$ cat src/rtl/mem_arb_pkg.sv
// mem_arb_pkg: shared state type and one-hot helper for the memory port arbiter
package mem_arb_pkg;
  localparam int MAX_REQ = 8;
  localparam int ID_W = 3;
  typedef enum logic {ARB, LOCK} arb_state_e;
  function automatic logic [MAX_REQ-1:0] onehot(input logic [ID_W-1:0] id);
    return MAX_REQ'(1) << id;
  endfunction
endpackage

$ cat src/rtl/mem_port_arbiter_rr_pick.sv
// rr_pick: round-robin pick of the first valid requester at or after ptr, with wrap
module rr_pick
  import mem_arb_pkg::*;
#(
  parameter int NUM_REQ = 2
) (
  input  logic [NUM_REQ-1:0] valid_i,
  input  logic [ID_W-1:0]    ptr_i,
  output logic [NUM_REQ-1:0] gnt_o,
  output logic [ID_W-1:0]    id_o
);
  logic [NUM_REQ-1:0] rot;
  logic [ID_W-1:0] off;
  logic [ID_W:0] sum;
  assign rot = NUM_REQ'({valid_i, valid_i} >> ptr_i);
  // lowest set bit of the rotated mask is the nearest requester from ptr
  always_comb begin
    off = '0;
    for (int i = NUM_REQ - 1; i >= 0; i--) if (rot[i]) off = ID_W'(i);
  end
  assign sum = {1'b0, ptr_i} + {1'b0, off};
  assign id_o = (sum >= (ID_W+1)'(NUM_REQ)) ? ID_W'(sum - (ID_W+1)'(NUM_REQ)) : sum[ID_W-1:0];
  assign gnt_o = (|valid_i) ? NUM_REQ'(onehot(id_o)) : '0;
endmodule

$ cat src/rtl/mem_port_arbiter.sv
// mem_port_arbiter: round-robin arbiter with bounded lock sharing one single-port SRAM
module mem_port_arbiter
  import mem_arb_pkg::*;
#(
  parameter int NUM_REQ     = 2,
  parameter int NUM_ENTRIES = 64,
  parameter int DATA_WIDTH  = 8,
  parameter int ADDR_WIDTH  = $clog2(NUM_ENTRIES),
  parameter int MAX_LOCK    = 16
) (
  input  logic                          clk,
  input  logic                          rst_n,
  input  logic [NUM_REQ-1:0]            i_req_valid,
  output logic [NUM_REQ-1:0]            o_req_ready,
  input  logic [NUM_REQ-1:0]            i_req_we,
  input  logic [NUM_REQ-1:0]            i_req_lock,
  input  logic [NUM_REQ*ADDR_WIDTH-1:0] i_req_addr,
  input  logic [NUM_REQ*DATA_WIDTH-1:0] i_req_wdata,
  output logic [NUM_REQ-1:0]            o_rsp_valid,
  output logic [DATA_WIDTH-1:0]         o_rsp_data,
  output logic                          o_mem_cenb,
  output logic                          o_mem_wenb,
  output logic [ADDR_WIDTH-1:0]         o_mem_addr,
  output logic [DATA_WIDTH-1:0]         o_mem_wdata,
  input  logic [DATA_WIDTH-1:0]         i_mem_rdata
);
  localparam int CW = $clog2(MAX_LOCK + 1);
  arb_state_e state_q, state_d;
  logic [ID_W-1:0] ptr_q, ptr_d, owner_q, owner_d, rsp_id_q, rsp_id_d, pick_id, gnt_id;
  logic [CW-1:0] cnt_q, cnt_d;
  logic rsp_pend_q, rsp_pend_d;
  logic [ADDR_WIDTH-1:0] addr_q, sel_addr;
  logic [DATA_WIDTH-1:0] wdata_q, sel_wdata;
  logic [NUM_REQ-1:0] pick_gnt, gnt, owner_oh, rsp_oh;
  logic gnt_any, gnt_we, gnt_lock;

  rr_pick #(.NUM_REQ(NUM_REQ)) u_pick (
    .valid_i(i_req_valid),
    .ptr_i  (ptr_q),
    .gnt_o  (pick_gnt),
    .id_o   (pick_id)
  );

  assign owner_oh = NUM_REQ'(onehot(owner_q));
  assign rsp_oh = NUM_REQ'(onehot(rsp_id_q));
  assign gnt = !rst_n ? '0 : (state_q == LOCK) ? (owner_oh & i_req_valid) : pick_gnt;
  assign gnt_id = (state_q == LOCK) ? owner_q : pick_id;
  assign gnt_any = |gnt;
  assign gnt_we = |(gnt & i_req_we);
  assign gnt_lock = |(gnt & i_req_lock);

  // route the granted command to the macro; idle cycles replay the last address/data
  always_comb begin
    sel_addr = addr_q;
    sel_wdata = wdata_q;
    for (int k = 0; k < NUM_REQ; k++) if (gnt[k]) begin
      sel_addr = i_req_addr[k*ADDR_WIDTH +: ADDR_WIDTH];
      sel_wdata = i_req_wdata[k*DATA_WIDTH +: DATA_WIDTH];
    end
  end

  assign o_req_ready = gnt;
  assign o_mem_cenb = ~gnt_any;
  assign o_mem_wenb = ~(gnt_any & gnt_we);
  assign o_mem_addr = sel_addr;
  assign o_mem_wdata = sel_wdata;
  assign o_rsp_valid = rsp_oh & {NUM_REQ{rsp_pend_q}};
  assign o_rsp_data = i_mem_rdata;

  // pointer advance, lock entry and lock release (by lock=0 or by reaching MAX_LOCK)
  always_comb begin
    state_d = state_q;
    ptr_d = ptr_q;
    owner_d = owner_q;
    cnt_d = cnt_q;
    rsp_pend_d = gnt_any & ~gnt_we;
    rsp_id_d = gnt_id;
    if (gnt_any && state_q == ARB) begin
      ptr_d = (pick_id == ID_W'(NUM_REQ - 1)) ? '0 : pick_id + ID_W'(1);
      if (gnt_lock && MAX_LOCK > 1) begin
        state_d = LOCK;
        owner_d = pick_id;
        cnt_d = CW'(1);
      end
    end else if (gnt_any) begin
      cnt_d = cnt_q + CW'(1);
      if (!gnt_lock || cnt_q == CW'(MAX_LOCK - 1)) begin
        state_d = ARB;
        cnt_d = '0;
      end
    end
  end

  // all arbiter state; reset drops any lock and any pending read response
  always_ff @(posedge clk or negedge rst_n) begin
    if (!rst_n) begin
      state_q <= ARB;
      ptr_q <= '0;
      owner_q <= '0;
      cnt_q <= '0;
      rsp_pend_q <= 1'b0;
      rsp_id_q <= '0;
      addr_q <= '0;
      wdata_q <= '0;
    end else begin
      state_q <= state_d;
      ptr_q <= ptr_d;
      owner_q <= owner_d;
      cnt_q <= cnt_d;
      rsp_pend_q <= rsp_pend_d;
      rsp_id_q <= rsp_id_d;
      addr_q <= sel_addr;
      wdata_q <= sel_wdata;
    end
  end
endmodule

$ cat config.mk
export PLATFORM = sky130hd
export DESIGN_NAME = mem_port_arbiter
export DESIGN_NICKNAME = d
export VERILOG_FILES = /design/src/rtl/mem_arb_pkg.sv /design/src/rtl/mem_port_arbiter_rr_pick.sv /design/src/rtl/mem_port_arbiter.sv
export SDC_FILE = /design/constraint.sdc
export NUM_CORES = 1
export LEC_CHECK = 0
export BUFFER_PORTS_ARGS = -buffer_cell sky130_fd_sc_hd__buf_4
export CORE_MARGIN = 4
export CORE_UTILIZATION = 50
export CTS_CLUSTER_SIZE = 16
export DETAILED_ROUTE_END_ITERATION = 7
export PLACE_DENSITY_LB_ADDON = 0.25
export SLEW_MARGIN = 20
export SYNTH_ARGS = -nofsm -noshare
export SYNTH_HDL_FRONTEND = slang
export SYNTH_HIERARCHICAL = 1
export SYNTH_SLANG_ARGS = --single-unit
export TNS_END_PERCENT = 5
$ cat constraint.sdc
create_clock -name clk -period 9.8 [get_ports clk]
set_input_delay 1.96 -clock clk [delete_from_list [all_inputs] [get_ports clk]]
set_output_delay 1.96 -clock clk [all_outputs]
set_load 0.02 [all_outputs]
# After elaboration in Yosys (flattened, before gate mapping)
# Cells that the tools add are included.
word_totals:
  reg_bits: 30
  input_bits: 44
  out_inout_bits: 28
  wordCells: 62
op_classes:
  n_addsub: 4
  order_cmp: 1
  eq_ne: 3
  n_shift: 4
  muxes: 20
  bitwise: 10
  n_reduce_logical: 12
op_table:
  columns: ["cell", "count"]
  rows:
  - ["2-to-1 mux 5 bit", 4]
  - ["2-to-1 mux 8 bit", 2]
  - ["2-to-1 mux 6 bit", 2]
  - ["2-to-1 mux 3 bit", 3]
  - ["<< shifter 1 x 3 -> 2 bit, first input constant", 3]
  - ["bitwise AND 2 bit", 4]
  - ["OR reduction 2 bit", 4]
  - ["2-to-1 mux 1 bit", 6]
  - ["2-to-1 mux 2 bit", 3]
  - ["adder 5 x 1 -> 5 bit, second input constant", 1]
  - ["== test 5 x 4 -> 1 bit, second input constant", 1]
  - ["adder 3 x 1 -> 4 bit", 1]
  - ["greater-or-equal comparator 4 x 2 -> 1 bit, second input constant", 1]
  - ["inverter 1 bit", 4]
  - ["AND reduction 2 bit", 2]
  - ["nonzero test 2 bit", 2]
  - ["right shift 4 x 3 -> 2 bit", 1]
  - ["adder 3 x 1 -> 3 bit, second input constant", 1]
  - ["== test 3 x 1 -> 1 bit, second input constant", 1]
  - ["AND reduction 3 bit", 1]
  - ["subtractor 3 x 2 -> 3 bit, second input constant", 1]
  - ["bitwise AND 1 bit", 2]
  - ["!= test 2 bit, second input constant", 1]
  - ["logical AND 1 bit", 1]
  - ["other kinds (2)", 2]

# Longest topological paths before layout
# Gate-level depths: netlist (run 1).
logic_depth:
  word_depth: 17
  mapped_depth: 11
  mapped_depth_nobuf: 10

# Cells and area by module
# Netlist (run 1), hierarchy kept.
modules_own_cells:
  columns: ["mod", "instances", "cells_per_inst", "area_each_um2", "seq_area_each_um2"]
  rows:
  - ["mem_port_arbiter", 1, 161, 1606.5, 750.7]
  - ["rr_pick", 1, 19, 156.4, 0.0]

# Least setup slack after synthesis (run 1)
# No wires, ideal clock.
synth_timing:
  kind: "input -> output"
  start: "in i_req_valid[0]"
  end: "out o_mem_addr[3]"
  arrival_time_ns: 4.550
  t_required_ns: 7.840
  slack_ns: 3.290
  stages: 11
  path_buffers: 1
  cell_sequence: "or3b_2 a21oi_1 ha_1 ha_1 and3b_1 a2111oi_2 a22oi_4 inv_6 buf_6 nand2_1 a31oi_1"
synth_between:
  elab_chain_len: 12
  word_cells_on_any_way: 15
  cone_classes: "2 x add/sub; 1 x order compare; 2 x shift; 8 x mux; 1 x bitwise; 1 x reduce/logical"
synth_lines:
  columns: ["element", "line_no", "rtl"]
  rows:
  - ["start, declared", "mem_port_arbiter.sv:13", "input logic [NUM_REQ-1:0] i_req_valid,"]
  - ["right shift 4 x 3 -> 2 bit", "mem_port_arbiter_rr_pick.sv:15", "assign rot = NUM_REQ'({valid_i, valid_i} >> ptr_i);"]
  - ["2-to-1 mux 1 bit (2 in a row)", "mem_port_arbiter_rr_pick.sv:19", "for (int i = NUM_REQ - 1; i >= 0; i--) if (rot[i]) off = ID_W'(i);"]
  - ["adder 3 x 1 -> 4 bit", "mem_port_arbiter_rr_pick.sv:21", "assign sum = {1'b0, ptr_i} + {1'b0, off};"]
  - ["greater-or-equal comparator 4 x 2 -> 1 bit or subtractor 3 x 2 -> 3 bit (tied branches)", "mem_port_arbiter_rr_pick.sv:22", "assign id_o = (sum >= (ID_W+1)'(NUM_REQ)) ? ID_W'(sum - (ID_W+1)'(NUM_REQ)) : sum[ID_W-1:0];"]
  - ["2-to-1 mux 3 bit", "mem_port_arbiter_rr_pick.sv:22", null]
  - ["<< shifter 1 x 3 -> 2 bit", "mem_arb_pkg.sv:7", "return MAX_REQ'(1) << id;"]
  - ["2-to-1 mux 2 bit (*)", "mem_port_arbiter_rr_pick.sv:23", "assign gnt_o = (|valid_i) ? NUM_REQ'(onehot(id_o)) : '0;"]
  - ["via pick_gnt[0]", "mem_port_arbiter.sv:34", "logic [NUM_REQ-1:0] pick_gnt, gnt, owner_oh, rsp_oh;"]
  - ["2-to-1 mux 2 bit (*) (2 in a row)", "mem_port_arbiter.sv:46", "assign gnt = !rst_n ? '0 : (state_q == LOCK) ? (owner_oh & i_req_valid) : pick_gnt;"]
  - ["via o_req_ready[0]", "mem_port_arbiter.sv:14", "output logic [NUM_REQ-1:0] o_req_ready,"]
  - ["2-to-1 mux 6 bit (*) (2 in a row)", "mem_port_arbiter.sv:56", "for (int k = 0; k < NUM_REQ; k++) if (gnt[k]) begin"]
  - ["end, declared", "mem_port_arbiter.sv:23", "output logic [ADDR_WIDTH-1:0] o_mem_addr,"]
# Mark *: on every way through the listed nets, which the timed path passes. The rest lies on a longest branch.

# Worst setup path after layout (run 1)
layout_timing:
  start: "in i_req_valid[0]"
  end: "out o_mem_addr[2]"
layout_between:
  elab_chain_len: 12
  word_cells_on_any_way: 15
  cone_classes: "2 x add/sub; 1 x order compare; 2 x shift; 8 x mux; 1 x bitwise; 1 x reduce/logical"
layout_lines:
  columns: ["element", "line_no"]
  rows:
  - ["right shift 4 x 3 -> 2 bit", "mem_port_arbiter_rr_pick.sv:15"]
  - ["2-to-1 mux 1 bit (2 in a row)", "mem_port_arbiter_rr_pick.sv:19"]
  - ["adder 3 x 1 -> 4 bit", "mem_port_arbiter_rr_pick.sv:21"]
  - ["greater-or-equal comparator 4 x 2 -> 1 bit or subtractor 3 x 2 -> 3 bit (tied branches)", "mem_port_arbiter_rr_pick.sv:22"]
  - ["2-to-1 mux 3 bit", "mem_port_arbiter_rr_pick.sv:22"]
  - ["<< shifter 1 x 3 -> 2 bit", "mem_arb_pkg.sv:7"]
  - ["2-to-1 mux 2 bit (*)", "mem_port_arbiter_rr_pick.sv:23"]
  - ["via pick_gnt[0]", "mem_port_arbiter.sv:34"]
  - ["2-to-1 mux 2 bit (*) (2 in a row)", "mem_port_arbiter.sv:46"]
  - ["2-to-1 mux 6 bit (*) (2 in a row)", "mem_port_arbiter.sv:56"]
# Marked as above.

==> metrics.md, run 1 <==
| Metric | Value |
|---|---|
| Hold Buf Count CTS | `0` |
| Vias after detailed routing | `1436` |
| Post-route insts no fill | `275` |
| Crit path cell chain | `buf_4 > or3b_2 > a21oi_1 > ha_1 > ha_1 > and3b_1 > a2111oi_2 > a22oi_4 > inv_6 > nand2_1 > a31oi_1 > buf_4` |
| Critical Path Source | `i_req_valid[0]` |
| CP max FO | `17` |
| EDFF count, synth | `0` |
| Initial Util | `52.4%` |
| Setup bufs post-CTS | `0` |
| Met1 wire length | `1730 µm` |
| Total track usage | `17.6%` |
| Nets | `276` |
| Metal2 WL | `1770 µm` |
| Clock skew | `17.3 ps` |
| Min Tclk post-route | `6760 ps` |
| Post-DRT Antenna Nets | `0` |
| Max-cap violations | `0` |
| Worst-Margin Slew | `695 ps` |
| Syn Std Cell Area | `0.00176 mm²` |
| Cells after DPL | `267` |
| # diodes | `0` |
| Worst-path clk slew | `100 ps` |
| Reg2reg start | `ptr_q[0]` |
| Final setup vio count | `0` |
| Top sig layer | `met4` |
| Starting DRC count in detailed routing | `48` |
| Syn nets | `228` |
| Critical path endpoint category | `output port` |
| Arrival @ worst endpoint | `4800 ps` |
| TritonCTS Buffers | `5` |
| Input/output buffers | `55` |
| Synth Area per Inst | `9.79 µm²` |
| Outcome | `finished, final reports clean` |
| IO Count | `72` |
| First-pass GRT wire length | `5910 µm` |
| Pwr Total | `646 µW` |
| CP peak stage delay | `500 ps` |
| Die ar. | `0.00454 mm²` |
| Ys Warns | `6` |
| Area delta synth->final | `23.2%` |
| Clock root buffer | `clkbuf_4` |
| TritonCTS clock tree | `done` |
| Layout cells sized above 1 | `35.8%` |
| DR WL/cell | `13.7 µm` |
| Vias per cell | `5.22` |
| Largest net degree at the start of global routing | `34` |
| Vias in the first global route | `1336` |
| Post-synth ARST share | `100%` |
| Startpoint types | `primary input` |
| Hold Crit Class | `reg -> reg` |
| Final Hold Fails | `0` |
| Seq/Total Area, Yosys | `42.6%` |
| Core area | `0.00336 mm²` |
| Clk_lat worst skew | `340 ps` |
| Critical hold path startpoint | `cnt_q[4]` |
| CP Data Required Time | `7840 ps` |
| Synth cell types | `44` |
| FP Rows | `21` |
| Slew Limit Headroom | `53.6%` |
| Max clock buf depth | `2` |
| Pre-antenna DRT Iters | `4` |
| DR DRC count | `0` |
| Crit path kind | `in -> out` |
| Count of final max-slew check failures | `0` |
| DIE WIDTH | `67.4 µm` |
| Tcrit/Tclk final | `69.0%` |
| Cell Pwr Density | `298 mW/mm²` |
| Final Util | `64.6%` |
| Metal3 WL | `211 µm` |
| Leakage power | `1.11 nW` |
| Grt ovf | `0` |
| TNS Setup | `0 ps` |
| Worst vdd ir | `0.183 mV` |
| Slowest CP cell | `a2111oi_2` |
| Filler Cell Count | `310` |
| RSZ-0062 raised after global routing | `no` |
| #FFs+latches synth | `30` |
| Initial antenna violation count | `0` |
| Hpwl dp | `2870 µm` |
| GPL Wtd Cong | `0.758` |
| F_max | `148 MHz` |
| Clock sink count | `30` |
| Post-Syn Instances | `180` |
| Most common flop cell mapped by yosys | `dfrtp_1` |
| WL final | `3760 µm` |
| H-tree levels | `2` |
| CTS resizes | `0` |
| Die height | `67.4 µm` |
==> through the flow <==
| step | instance area, µm² | setup slack (ps) | hold slack (ps) |
|---|---|---|---|
| 4_1_cts | 2170 | 3010 | 515 |
| 2_1_floorplan | 1760 | 3290 | 466 |
| 3_5_place_dp | 2110 | 3030 | 492 |
| 3_3_place_gp | 2110 | 3110 | 474 |
| 6_report | 2170 | 3040 | 508 |
| 5_1_grt | 2170 | 2770 | 555 |
==> power breakdown <==
group | leakage (nW) | switching [mW] | total, mW | internal [mW]
combinational | 0.700 | 0.219 | 0.375 | 0.156
clock | 0.0353 | 0.0413 | 0.0760 | 0.0347
sequential | 0.377 | 0.0253 | 0.195 | 0.170
total | 1.11 | 0.285 | 0.646 | 0.361
==> sequential cells by signal, summed over array words and instances, names as in the netlist <==
register    cells
owner_q         3
addr_q          6
rsp_id_q        3
ptr_q           3
state_q         1
rsp_pend_q      1
cnt_q           5
wdata_q         8
==> critical path, delay by kind of cell <==
| kind | cells | cell delay [ps] |
|---|---|---|
| AO/OA/AOI/OAI | 4 | 1180 |
| AND/OR/NAND/NOR | 3 | 750 |
| adder cells (fa/ha/maj) | 2 | 380 |
| buffers and inverters | 3 | 520 |
==> cell usage after synthesis, types with 2 or more instances <==
master	number	share of area, %
nand2_1	37	7.9
dfrtp_1	30	43
nor2_1	18	3.8
a31oi_1	14	5.0
buf_4	8	3.4
o21ai_0	7	2.0
mux2_2	6	3.8
buf_6	5	3.2
a22o_1	4	2.0
ha_1	4	2.8
a21oi_1	3	0.85
a22oi_4	3	3.6
and2_1	3	1.1
a211oi_1	2	0.85
a32o_1	2	1.1
and3b_2	2	1.1
inv_1	2	0.43
nand4bb_1	2	1.3
nor2b_1	2	0.71
xor2_1	2	0.99
==> per-layer routing <==
metal | up-vias | track usage (%)
met5 | - | 0
met4 | 0 | 7.09
met3 | 7 | 5.32
met2 | 36 | 26.9
met1 | 663 | 23.1
li1 | 730 | -
==> logic make-up after synthesis <==
logic type | count (synthesis) | synth area share, %
and+or+nand+nor | 78 | 22.8
AOI/OAI and AO/OA | 41 | 18.4
DFF | 30 | 42.6
buffers and inverters | 18 | 8.02
muxes | 7 | 4.40
adders and majority gates | 4 | 2.84
xor gates and xnor gates | 2 | 0.994
==> worst paths after layout <==
path	end	slack (ps)	depth (start not counted)
min reg2reg	cnt_q[4]	510	1
max in group asynchronous	cnt_q[2]	7950	1
max	o_mem_addr[2]	3040	12
min in group asynchronous	cnt_q[1]	1550	1
max reg2reg	rsp_pend_q	6700	10
min	cnt_q[4]	510	1
==> placed cells by master (no fill, tap or decap), types with 2 or more instances in the layout <==
| master | n |
|---|---|
| buf_4 | 55 |
| nand2_1 | 37 |
| dfrtp_1 | 30 |
| nor2_1 | 18 |
| a31oi_1 | 14 |
| o21ai_0 | 7 |
| mux2_2 | 6 |
| clkbuf_4 | 5 |
| a22o_1 | 4 |
| ha_1 | 4 |
| and2_1 | 3 |
| a22oi_4 | 3 |
| a21oi_1 | 3 |
| inv_1 | 2 |
| nor2b_1 | 2 |
| nand4bb_1 | 2 |
| xor2_1 | 2 |
| a32o_1 | 2 |
| and3b_2 | 2 |
| a211oi_1 | 2 |
==> layout make-up <==
type / instances / area (µm²) / area share [%]
clock inverters: 1 / 5.00 / 0.230
inverters: 4 / 20.0 / 0.922
well taps: 46 / 57.6 / 2.65
flip-flops and latches: 30 / 751 / 34.6
clock buffers: 7 / 55.1 / 2.53
multi-input cells: 132 / 871 / 40.1
repair buffers: 55 / 413 / 19.0
Note: power is estimated with default switching activity, not from simulation.
==> run 2: changes to the inputs <==
--- a/config.mk
+++ b/config.mk
@@ -7,7 +7,7 @@
 export LEC_CHECK = 0
 export BUFFER_PORTS_ARGS = -buffer_cell sky130_fd_sc_hd__buf_4
 export CORE_MARGIN = 4
-export CORE_UTILIZATION = 50
+export CORE_UTILIZATION = 48
 export CTS_CLUSTER_SIZE = 16
 export DETAILED_ROUTE_END_ITERATION = 7
 export PLACE_DENSITY_LB_ADDON = 0.25
==> constraint.sdc (replaced) <==
create_clock -name clk -period 6.8 [get_ports clk]
set_input_delay 1.36 -clock clk [delete_from_list [all_inputs] [get_ports clk]]
set_output_delay 1.36 -clock clk [all_outputs]
set_load 0.02 [all_outputs]
==> run 2 against run 1 <==
Compared with the run above: clock power increased by 99%; clock-buffer cell count shrank 1; utilization fell by 0.46 points; sequential power is 45% higher; worst hold slack worse by 12 ps; sequential share of layout area is 0.55 points lower; cell count unchanged; highest routed layer unchanged.
==> metrics.md, run 2 (synthesis gave the netlist of run 1 again) <==
| Metric | Value |
|---|---|
| Nets | `276 (unchanged)` |
| Tcrit/Tclk final | `82.3%` |
| Cell Pwr Density | `443 mW/mm² (was 298 mW/mm²)` |
| Arrival @ worst endpoint | `4240 ps (was 4800 ps)` |
| RSZ-0062 raised after global routing | `no (unchanged)` |
| # diodes | `0 (unchanged)` |
| H-tree levels | `2 (unchanged)` |
| Clk_lat worst skew | `280 ps (was 340 ps)` |
| Worst vdd ir | `0.290 mV (was 0.183 mV)` |
| Area delta synth->final | `25.2% (was 23.2%)` |
| Outcome | `finished, final reports clean (unchanged)` |
| Hold Path Sink | `cnt_q[4] (unchanged)` |
| Die height | `68.6 µm (was 67.4 µm)` |
| CP Data Required Time | `5440 ps (was 7840 ps)` |
| Min Tclk post-route | `5600 ps` |
| Grt ovf | `0 (unchanged)` |
| Layout cells sized above 1 | `36.2% (was 35.8%)` |
| R2r setup slk | `3630 ps (was 6700 ps)` |
| Post-DRT Antenna Nets | `0 (unchanged)` |
| Starting DRC count in detailed routing | `48 (unchanged)` |
| Final setup vio count | `0 (unchanged)` |
| CTS resizes | `0 (unchanged)` |
| Critical hold path startpoint | `cnt_q[4] (unchanged)` |
| Setup Slack @ Placement | `1170 ps (was 3030 ps)` |
| Reg-to-reg endpoint | `rsp_pend_q (unchanged)` |
| Biggest regs | `wdata_q (8), addr_q (6), cnt_q (5) (unchanged)` |
| Clock sink count | `30 (unchanged)` |
| Largest net degree at the start of global routing | `34 (unchanged)` |
| Critical path endpoint category | `output port (unchanged)` |
| Clock root buffer | `clkbuf_8 (was clkbuf_4)` |
| DR DRC count | `0 (unchanged)` |
| Total track usage | `17.6% (about the same)` |
| Commonest non-fill, non-tap cells in the layout | `55 x buf_4, 37 x nand2_1, 30 x dfrtp_1 (unchanged)` |
| TNS Setup | `0 ps (unchanged)` |
| Count of final max-slew check failures | `0 (unchanged)` |
| Input/output buffers | `55 (unchanged)` |
| Crit path kind | `in -> out (unchanged)` |
| Pre-antenna DRT Iters | `4 (unchanged)` |
| Hold Worst Slack | `496 ps (was 508 ps)` |
| Die ar. | `0.00471 mm² (was 0.00454 mm²)` |
| First-pass GRT wire length | `6220 µm (was 5910 µm)` |
| Worst-path clk slew | `60 ps (was 100 ps)` |
| Vias in the first global route | `1406 (was 1336)` |
| Slowest CP cell | `a2111oi_2 (unchanged)` |
| Vias per cell | `5.28 (was 5.22)` |
| Startpoint types | `primary input (unchanged)` |
| Reg2reg start | `ptr_q[0] (unchanged)` |
| Final Hold Fails | `0 (unchanged)` |
| Hold Buf Count CTS | `0 (unchanged)` |
| FF-to-FF path depth | `10 (unchanged)` |
| Clock skew | `6.53 ps (was 17.3 ps)` |
| WL final | `3880 µm (was 3760 µm)` |
| Max-cap violations | `0 (unchanged)` |
| Worst-Margin Slew | `707 ps (was 695 ps)` |
| Top reg by flops | `wdata_q (unchanged)` |
| IO Count | `72 (unchanged)` |
| TritonCTS Buffers | `5 (unchanged)` |
| Filler Cell Count | `302 (was 310)` |
| Initial Util | `51.2% (was 52.4%)` |
| Max clock buf depth | `2 (unchanged)` |
| Design Area, Final | `0.00221 mm² (was 0.00217 mm²)` |
| Initial antenna violation count | `0 (unchanged)` |
| Vias after detailed routing | `1452 (was 1436)` |
| Hpwl dp | `2880 µm (was 2870 µm)` |
| Leading cell type in the layout, fill and taps excluded | `buf_4 (unchanged)` |
| CP max FO | `17 (unchanged)` |
| Bufs and invs on worst path | `3 (unchanged)` |
| Worst path top cell family by delay | `compound AO/OA/AOI/OAI gates (unchanged)` |
| WHS Path Cells | `1 (unchanged)` |
| DR WL/cell | `14.1 µm (was 13.7 µm)` |
| Max reg flops | `8 (unchanged)` |
| Crit path cell chain | `buf_4 > or3b_2 > a21oi_1 > ha_1 > ha_1 > xor2_1 > a2111oi_2 > a22oi_4 > inv_6 > nand2_1 > a31oi_1 > buf_4 (was buf_4 > or3b_2 > a21oi_1 > ha_1 > ha_1 > and3b_1 > a2111oi_2 > a22oi_4 > inv_6 > nand2_1 > a31oi_1 > buf_4)` |
| Leakage power | `1.12 nW (was 1.11 nW)` |
| Core area | `0.00344 mm² (was 0.00336 mm²)` |
| GPL Wtd Cong | `0.857 (was 0.758)` |
| Hold Crit Class | `reg -> reg (unchanged)` |
| Slew Limit Headroom | `52.8% (was 53.6%)` |
| Setup bufs post-CTS | `0 (unchanged)` |
| Min setup slack post-route | `1200 ps (was 3040 ps)` |
| FP Rows | `21 (unchanged)` |
| Area post-placement | `0.00211 mm² (unchanged)` |
| DIE WIDTH | `68.6 µm (was 67.4 µm)` |
| Pwr Total | `977 µW (was 646 µW)` |
| CP peak stage delay | `510 ps (was 500 ps)` |
| F_max | `179 MHz` |
| TritonCTS clock tree | `done (unchanged)` |
## run 2: cell types whose count changed in the layout (fill, tap and decap cells not counted), sizes merged
cell,before,now
clkinvlp,0,1
clkbuf,7,6
## run 2: area by class of cell
type                       instances  area [µm²]  area share, %
tap                               46        57.6           2.61
multi-input combinational        132         871           39.5
inverter                           4        20.0          0.907
clock inverter                     2        12.5          0.567
sequential                        30         751           34.0
clock buffer                       6        82.6           3.74
timing repair buffer              55         413           18.7
## run 2: how the worst max path moves through the flow
| stage | startpoint | endpoint | slack, ps | depth (start not counted) |
|---|---|---|---|---|
| finish | i_req_valid[0] | o_mem_wdata[4] | 1200 | 12 |
| global route | i_req_valid[0] | o_mem_addr[4] | 980 | 12 |
| CTS | i_req_valid[0] | o_mem_addr[0] | 1170 | 12 |
| detailed placement | i_req_valid[0] | o_mem_addr[0] | 1170 | 12 |
| global placement | i_req_valid[0] | o_mem_wdata[4] | 1280 | 12 |
| floorplan | i_req_valid[0] | o_mem_addr[3] | 1490 | 11 |
## run 2: metrics by stage
step	cells	util (%)
detailed placement	267	61.4
global placement	267	61.4
CTS	275	64.1
floorplan	180	-
finish	275	64.1
global route	275	64.1
## run 2: worst reg2reg max path, cell delays in order, from the launching register on
cell and delay (ps):
dfrtp_1 410, or3b_2 440, a21oi_1 160, ha_1 200, ha_1 260, and3b_1 290, a211oi_1 150, a22oi_4 610
inv_2 170, a22oi_4 230, nor2b_1 160
## run 2: report_power, final
part | switching [mW] | internal, mW
Sequential | 0.0366 | 0.246
Combinational | 0.318 | 0.225
Clock | 0.0702 | 0.0812
Total | 0.425 | 0.552
## run 2: metal layers
layer	GRT usage, %	part of all wire (%)	up-vias
met5	0	0	-
met4	6.20	1.2	0
met3	5.35	5.3	9
met2	29.1	49	37
met1	21.7	44	678
li1	-	-	728
